--- src/rtl/pe_tick_mac_if.sv ---
// Operand intake, result output and status signals of the tick-paced MAC.
// master drives operands and consumes results; slave is the MAC itself.
interface pe_tick_mac_if #(
    parameter int unsigned DATA_W = 8,
    parameter int unsigned ACC_W  = 24
);
    logic              tick;
    logic              in_valid;
    logic              in_ready;
    logic [DATA_W-1:0] in_a;
    logic [DATA_W-1:0] in_b;
    logic              out_valid;
    logic              out_ready;
    logic [ACC_W-1:0]  out_sum;
    logic              out_ovf;
    logic              busy;

    modport master (
        output tick, in_valid, in_a, in_b, out_ready,
        input  in_ready, out_valid, out_sum, out_ovf, busy
    );

    modport slave (
        input  tick, in_valid, in_a, in_b, out_ready,
        output in_ready, out_valid, out_sum, out_ovf, busy
    );
endinterface

--- src/rtl/pe_tick_mac.sv ---
// Tick-paced multiply-accumulate: takes at most one signed pair per tick, sums LEN
// products, then holds the result on a valid/ready port until it is taken.
module pe_tick_mac #(
    parameter int unsigned DATA_W = 8,
    parameter int unsigned ACC_W  = 24,
    parameter int unsigned LEN    = 4
) (
    input logic          clk,
    input logic          rst,
    pe_tick_mac_if.slave bus
);
    localparam int unsigned CNT_W  = $clog2(LEN + 1);
    localparam int unsigned PROD_W = 2 * DATA_W;

    typedef enum logic [1:0] {StIdle, StRun, StDone} state_e;

    state_e                  state_q;
    logic signed [ACC_W-1:0] acc_q;
    logic signed [ACC_W-1:0] sum_q;
    logic [CNT_W-1:0]        cnt_q;
    logic                    ovf_q;
    logic                    out_ovf_q;
    logic                    out_valid_q;
    logic                    busy_q;

    logic signed [PROD_W-1:0] a_ext;
    logic signed [PROD_W-1:0] b_ext;
    logic signed [PROD_W-1:0] prod;
    logic signed [ACC_W-1:0]  prod_ext;
    logic signed [ACC_W-1:0]  acc_next;
    logic                     add_ovf;
    logic                     xfer;
    logic                     last;

    always_comb begin
        a_ext    = PROD_W'($signed(bus.in_a));
        b_ext    = PROD_W'($signed(bus.in_b));
        prod     = a_ext * b_ext;
        prod_ext = ACC_W'(prod);
        acc_next = acc_q + prod_ext;
        // Same-sign operands producing an opposite-sign result means the add wrapped.
        add_ovf  = (acc_q[ACC_W-1] == prod_ext[ACC_W-1]) &&
                   (acc_next[ACC_W-1] != acc_q[ACC_W-1]);
    end

    assign bus.in_ready  = bus.tick && (state_q != StDone);
    assign xfer          = bus.in_valid && bus.in_ready;
    assign last          = (cnt_q == CNT_W'(LEN - 1));

    assign bus.out_valid = out_valid_q;
    assign bus.out_sum   = sum_q;
    assign bus.out_ovf   = out_ovf_q;
    assign bus.busy      = busy_q;

    always_ff @(posedge clk) begin
        if (rst) begin
            state_q     <= StIdle;
            acc_q       <= '0;
            cnt_q       <= '0;
            ovf_q       <= 1'b0;
            sum_q       <= '0;
            out_ovf_q   <= 1'b0;
            out_valid_q <= 1'b0;
            busy_q      <= 1'b0;
        end else begin
            unique case (state_q)
                StIdle: begin
                    if (xfer) begin
                        acc_q  <= prod_ext;
                        cnt_q  <= CNT_W'(1);
                        ovf_q  <= 1'b0;
                        busy_q <= 1'b1;
                        if (LEN == 1) begin
                            state_q     <= StDone;
                            sum_q       <= prod_ext;
                            out_ovf_q   <= 1'b0;
                            out_valid_q <= 1'b1;
                        end else begin
                            state_q <= StRun;
                        end
                    end
                end
                StRun: begin
                    if (xfer) begin
                        acc_q <= acc_next;
                        cnt_q <= cnt_q + CNT_W'(1);
                        ovf_q <= ovf_q | add_ovf;
                        if (last) begin
                            state_q     <= StDone;
                            sum_q       <= acc_next;
                            out_ovf_q   <= ovf_q | add_ovf;
                            out_valid_q <= 1'b1;
                        end
                    end
                end
                StDone: begin
                    if (bus.out_ready) begin
                        state_q     <= StIdle;
                        out_valid_q <= 1'b0;
                        busy_q      <= 1'b0;
                    end
                end
                default: state_q <= StIdle;
            endcase
        end
    end
endmodule

--- src/flat_wrapper.sv ---
// flat-port wrapper written by rule: the top's interface ports become plain ports
module pe_tick_mac_flat 
#(
    parameter int unsigned DATA_W = 8,
    parameter int unsigned ACC_W  = 24,
    parameter int unsigned LEN    = 4
)
  (clk, rst, bus_tick, bus_in_valid, bus_in_a, bus_in_b, bus_out_ready, bus_in_ready, bus_out_valid, bus_out_sum, bus_out_ovf, bus_busy);
  pe_tick_mac_if #(.DATA_W(DATA_W), .ACC_W(ACC_W)) bus_i ();
  input logic clk;
  input logic rst;
  input wire logic [$bits(bus_i.tick)-1:0] bus_tick;
  input wire logic [$bits(bus_i.in_valid)-1:0] bus_in_valid;
  input wire logic [$bits(bus_i.in_a)-1:0] bus_in_a;
  input wire logic [$bits(bus_i.in_b)-1:0] bus_in_b;
  input wire logic [$bits(bus_i.out_ready)-1:0] bus_out_ready;
  output wire logic [$bits(bus_i.in_ready)-1:0] bus_in_ready;
  output wire logic [$bits(bus_i.out_valid)-1:0] bus_out_valid;
  output wire logic [$bits(bus_i.out_sum)-1:0] bus_out_sum;
  output wire logic [$bits(bus_i.out_ovf)-1:0] bus_out_ovf;
  output wire logic [$bits(bus_i.busy)-1:0] bus_busy;
  assign bus_i.tick = bus_tick;
  assign bus_i.in_valid = bus_in_valid;
  assign bus_i.in_a = bus_in_a;
  assign bus_i.in_b = bus_in_b;
  assign bus_i.out_ready = bus_out_ready;
  assign bus_in_ready = bus_i.in_ready;
  assign bus_out_valid = bus_i.out_valid;
  assign bus_out_sum = bus_i.out_sum;
  assign bus_out_ovf = bus_i.out_ovf;
  assign bus_busy = bus_i.busy;
  pe_tick_mac #(.DATA_W(DATA_W), .ACC_W(ACC_W), .LEN(LEN)) u_core (.clk(clk), .rst(rst), .bus(bus_i));
endmodule
--- config.mk ---
export PLATFORM = sky130hd
export DESIGN_NAME = pe_tick_mac_flat
export DESIGN_NICKNAME = d
export VERILOG_FILES = /design/src/rtl/pe_tick_mac_if.sv /design/src/rtl/pe_tick_mac.sv /design/src/flat_wrapper.sv
export SDC_FILE = /design/constraint.sdc
export NUM_CORES = 1
export LEC_CHECK = 0
export CORE_MARGIN = 4
export CORE_UTILIZATION = 30
export CTS_BUF_LIST = sky130_fd_sc_hd__clkbuf_8 sky130_fd_sc_hd__clkbuf_16
export DETAILED_ROUTE_END_ITERATION = 6
export GPL_ROUTABILITY_DRIVEN = 0
export GPL_TIMING_DRIVEN = 0
export PLACE_DENSITY_LB_ADDON = 0.3
export SYNTH_ARGS = -nofsm -noshare
export SYNTH_HDL_FRONTEND = slang
export SYNTH_SLANG_ARGS = --single-unit
export TNS_END_PERCENT = 1
--- constraint.sdc ---
create_clock -name clk -period 8.4 [get_ports clk]
set_input_delay 1.68 -clock clk [delete_from_list [all_inputs] [get_ports clk]]
set_output_delay 1.68 -clock clk [all_outputs]
set_load 0.01 [all_outputs]
==> results.py <==
metrics = {
    "run_status": {
        "status": "finished, final reports clean",
    },
    "drt": {
        "top_layer": "met4",
        "drt-wirelength-per-cell_um": 13.48,
        "drc_errors": 0,
        "ant_nets": 0,
        "viasPerCell": 4.634,
        "wl_met1_um": 6909,
        "met2_length_um": 6351,
        "drt_iter0_drc": 181,
        "drt-pass1-iter-count": 4,
        "vias": 4810,
        "drt_wl_total_um": 13990,
        "met3_length_um": 547,
    },
    "timing": {
        "relSlewSlack": 0.4430,
        "maxSlewViolCount": 0,
        "skew_ns": 0.006489,
        "worst_pin_slew_ns": 0.8325,
        "fin_tns_setup_ns": 0,
        "hold_viol": 0,
        "rsz0062_at_grt": "false",
        "fmax_mhz": 124.8,
        "setup_viol": 0,
        "fin_crit_sh": 0.9536,
        "min_period_ns": 8.011,
    },
    "die": {
        "ios": 49,
        "initial_core_util": 0.3041,
        "die_x_um": 148.2,
        "coreArea_mm2": 0.01940,
        "die-area_mm2": 0.02197,
        "die_y_um": 148.2,
        "num_rows": 51,
    },
    "worst_hold_path": {
        "hp-class": "flop to flop",
    },
    "place": {
        "place_area_mm2": 0.006711,
        "place_inst": 1019,
        "portBuffers": 48,
        "place_hpwl_um": 11430,
    },
    "power": {
        "p_leak_nw": 3.008,
        "p_per_area_mw_per_mm2": 456.5,
        "total_power_w": 0.003235,
        "vdd_drop_max_mv": 0.2439,
    },
    "synth": {
        "netlist_area_mm2": 0.005899,
        "ys_seq_area_frac": 0.1934,
        "synth_ff_type": "dfxtp_1",
        "ys_async_sr_fraction": 0,
        "synth-seq-cells": 57,
        "synth.top_cell.area_share": 0.1934,
        "synth.avg_cell_area_um2": 8.356,
        "synth_edf_count": 0,
        "yosys_warnings": 0,
        "yosys.area.top_type": "dfxtp_1",
        "synth.net_count": 837,
        "synth.area.top_cells": "dfxtp_1 (19%), fa_1 (19%), ha_1 (11%)",
        "synthDistinctLibCells": 61,
        "syn_inst": 706,
    },
    "clocking": {
        "cts_tree": "built",
        "htree_levels": 3,
        "cts_buffers": 9,
        "cts.clk_slew.worst_paths_ns": 0.05,
        "clkSinkCount": 57,
        "insertion_delay_ns": 0.33,
        "cts_max_path_buffers": 2,
        "cts_root_buffer": "clkbuf_16",
    },
    "final_layout": {
        "nNetsFinal": 899,
        "final_cell_mix": "nand2_1 (92), inv_1 (92), dfxtp_1 (57), a21oi_1 (56), fa_1 (56)",
        "fin_area_mm2": 0.007086,
        "n_antenna_cell": 0,
        "area_growth_pct": 20.11,
        "drive_above_1_share": 0.05821,
        "final_core_util": 0.3653,
        "layout.cells.non_filler": 1038,
    },
    "grt": {
        "antenna_found_initial": 0,
        "grt_pass1_vias": 4907,
        "grt_pass1_wl_um": 24150,
        "grt_usage": 0.1334,
        "grt_max_degree": 11,
        "grt_overflow": 0,
    },
    "critical_path": {
        "cp.required_ns": 8.65,
        "critPathLaunchType": "input pin",
        "worstSetupPathType": "input pin to flop",
        "critPathCaptureType": "flop",
        "arrival_ns": 8.26,
        "crit_path_max_fanout": 8,
    },
    "flow_run": {
        "drv_cap": 0,
    },
}
[routing by layer]
layer,up-vias,GRT usage
li1,2462,-
met1,2257,0.1849
met2,77,0.2204
met3,14,0.01584
met4,0,0.03788
met5,-,0
[logic make-up (layout without fill, tap and decap cells)]
kind of cell    after synthesis  in the layout  synth area share
flops                        57             57            0.1934
fa+ha+maj                   110            110            0.3046
simple gates                234            234            0.1871
mux                           2              2          0.003605
compound gates              149            149            0.1758
buf+inv                     116            183           0.07465
xor+xnor                     38             38           0.06087
[cell usage after synthesis (7+ instances only)]
master / count
nor3_1: 7
o21ai_0: 14
a21oi_1: 56
dfxtp_1: 57
and2_1: 49
inv_1: 92
nor2_1: 48
nand3_1: 8
clkbuf_1: 18
xor2_1: 9
nor2b_1: 9
a311oi_1: 7
xnor2_1: 27
fa_1: 56
ha_1: 54
nand2_1: 92
a211oi_1: 10
o211ai_1: 10
a31oi_1: 8
o21a_1: 7
[per-stage QoR]
| step | hold slack (ns) | setup slack (ns) |
|---|---|---|
| after global placement | 0.4424 | -0.3244 |
| after global routing | 0.4743 | 0.006046 |
| after detailed placement | 0.4478 | -0.3540 |
| after CTS | 0.4550 | 0.2038 |
| after floorplan | 0.4362 | 0.9074 |
| final | 0.4503 | 0.3894 |
[timing repair]
item                                    CTS  global route
endpoints found under the setup margin    1             4
resized for setup                         0             8
pin swaps                                 1             1
hold buffers                              0             0
setup buffers                             3             0
[sequential cells by signal (all words and copies together) (netlist names)]
name / flops
u_core.bus.out_sum: 24
u_core.acc_q: 24
u_core.bus.out_valid: 1
u_core.state_q: 2
u_core.ovf_q: 1
u_core.cnt_q: 3
u_core.bus.out_ovf: 1
u_core.bus.busy: 1
[critical path, cell delays in order]
cell and delay, ns:
clkdlybuf4s50_1 0.54, and2_1 0.26, ha_2 0.42, inv_1 0.12
fa_1 0.56, inv_1 0.05, fa_1 0.47, inv_1 0.05
fa_1 0.52, inv_1 0.04, ha_1 0.33, o21a_1 0.20
o21ai_1 0.18, o31ai_1 0.12, o41a_4 0.39, xnor2_4 0.16
ha_1 0.39, and3_1 0.23, o211ai_1 0.14, and2_1 0.22
a2111oi_4 0.44, o22ai_2 0.19, xnor2_2 0.18, xnor2_1 0.14
a211oi_2 0.21
[worst paths after layout]
kind / start / to / slack [ns] / cells after the start
setup / recovery: bus_in_b[0] / u_core.bus.out_sum[23]$_SDFFE_PP0P_ / 0.39 / 25
hold / removal: u_core.bus.out_sum[4]$_SDFFE_PP0P_ / u_core.bus.out_sum[4]$_SDFFE_PP0P_ / 0.45 / 2
setup reg to reg: u_core.acc_q[0]$_SDFFE_PP0P_ / u_core.acc_q[20]$_SDFFE_PP0P_ / 5.49 / 10
hold reg to reg: u_core.bus.out_sum[4]$_SDFFE_PP0P_ / u_core.bus.out_sum[4]$_SDFFE_PP0P_ / 0.45 / 2
[where the power goes]
| part | switching (W) | internal (W) | total (W) | leakage [nW] |
|---|---|---|---|---|
| combinational | 0.00147 | 0.00105 | 0.00252 | 2.38 |
| clock | 0.000126 | 0.000274 | 0.000401 | 0.162 |
| sequential | 0.0000157 | 0.000301 | 0.000316 | 0.464 |
[area by class of cell]
class	count	area, um2
Buffer	24	95.09
Clock buffer	11	252.7
Clock inverter	5	77.57
Fill cell	2087	12310
Inverter	92	345.3
Multi-Input combinational cell	533	4327
Sequential cell	57	1141
Tap cell	265	331.6
Timing Repair Buffer	51	515.5
(Power assumes the default switching activity.)
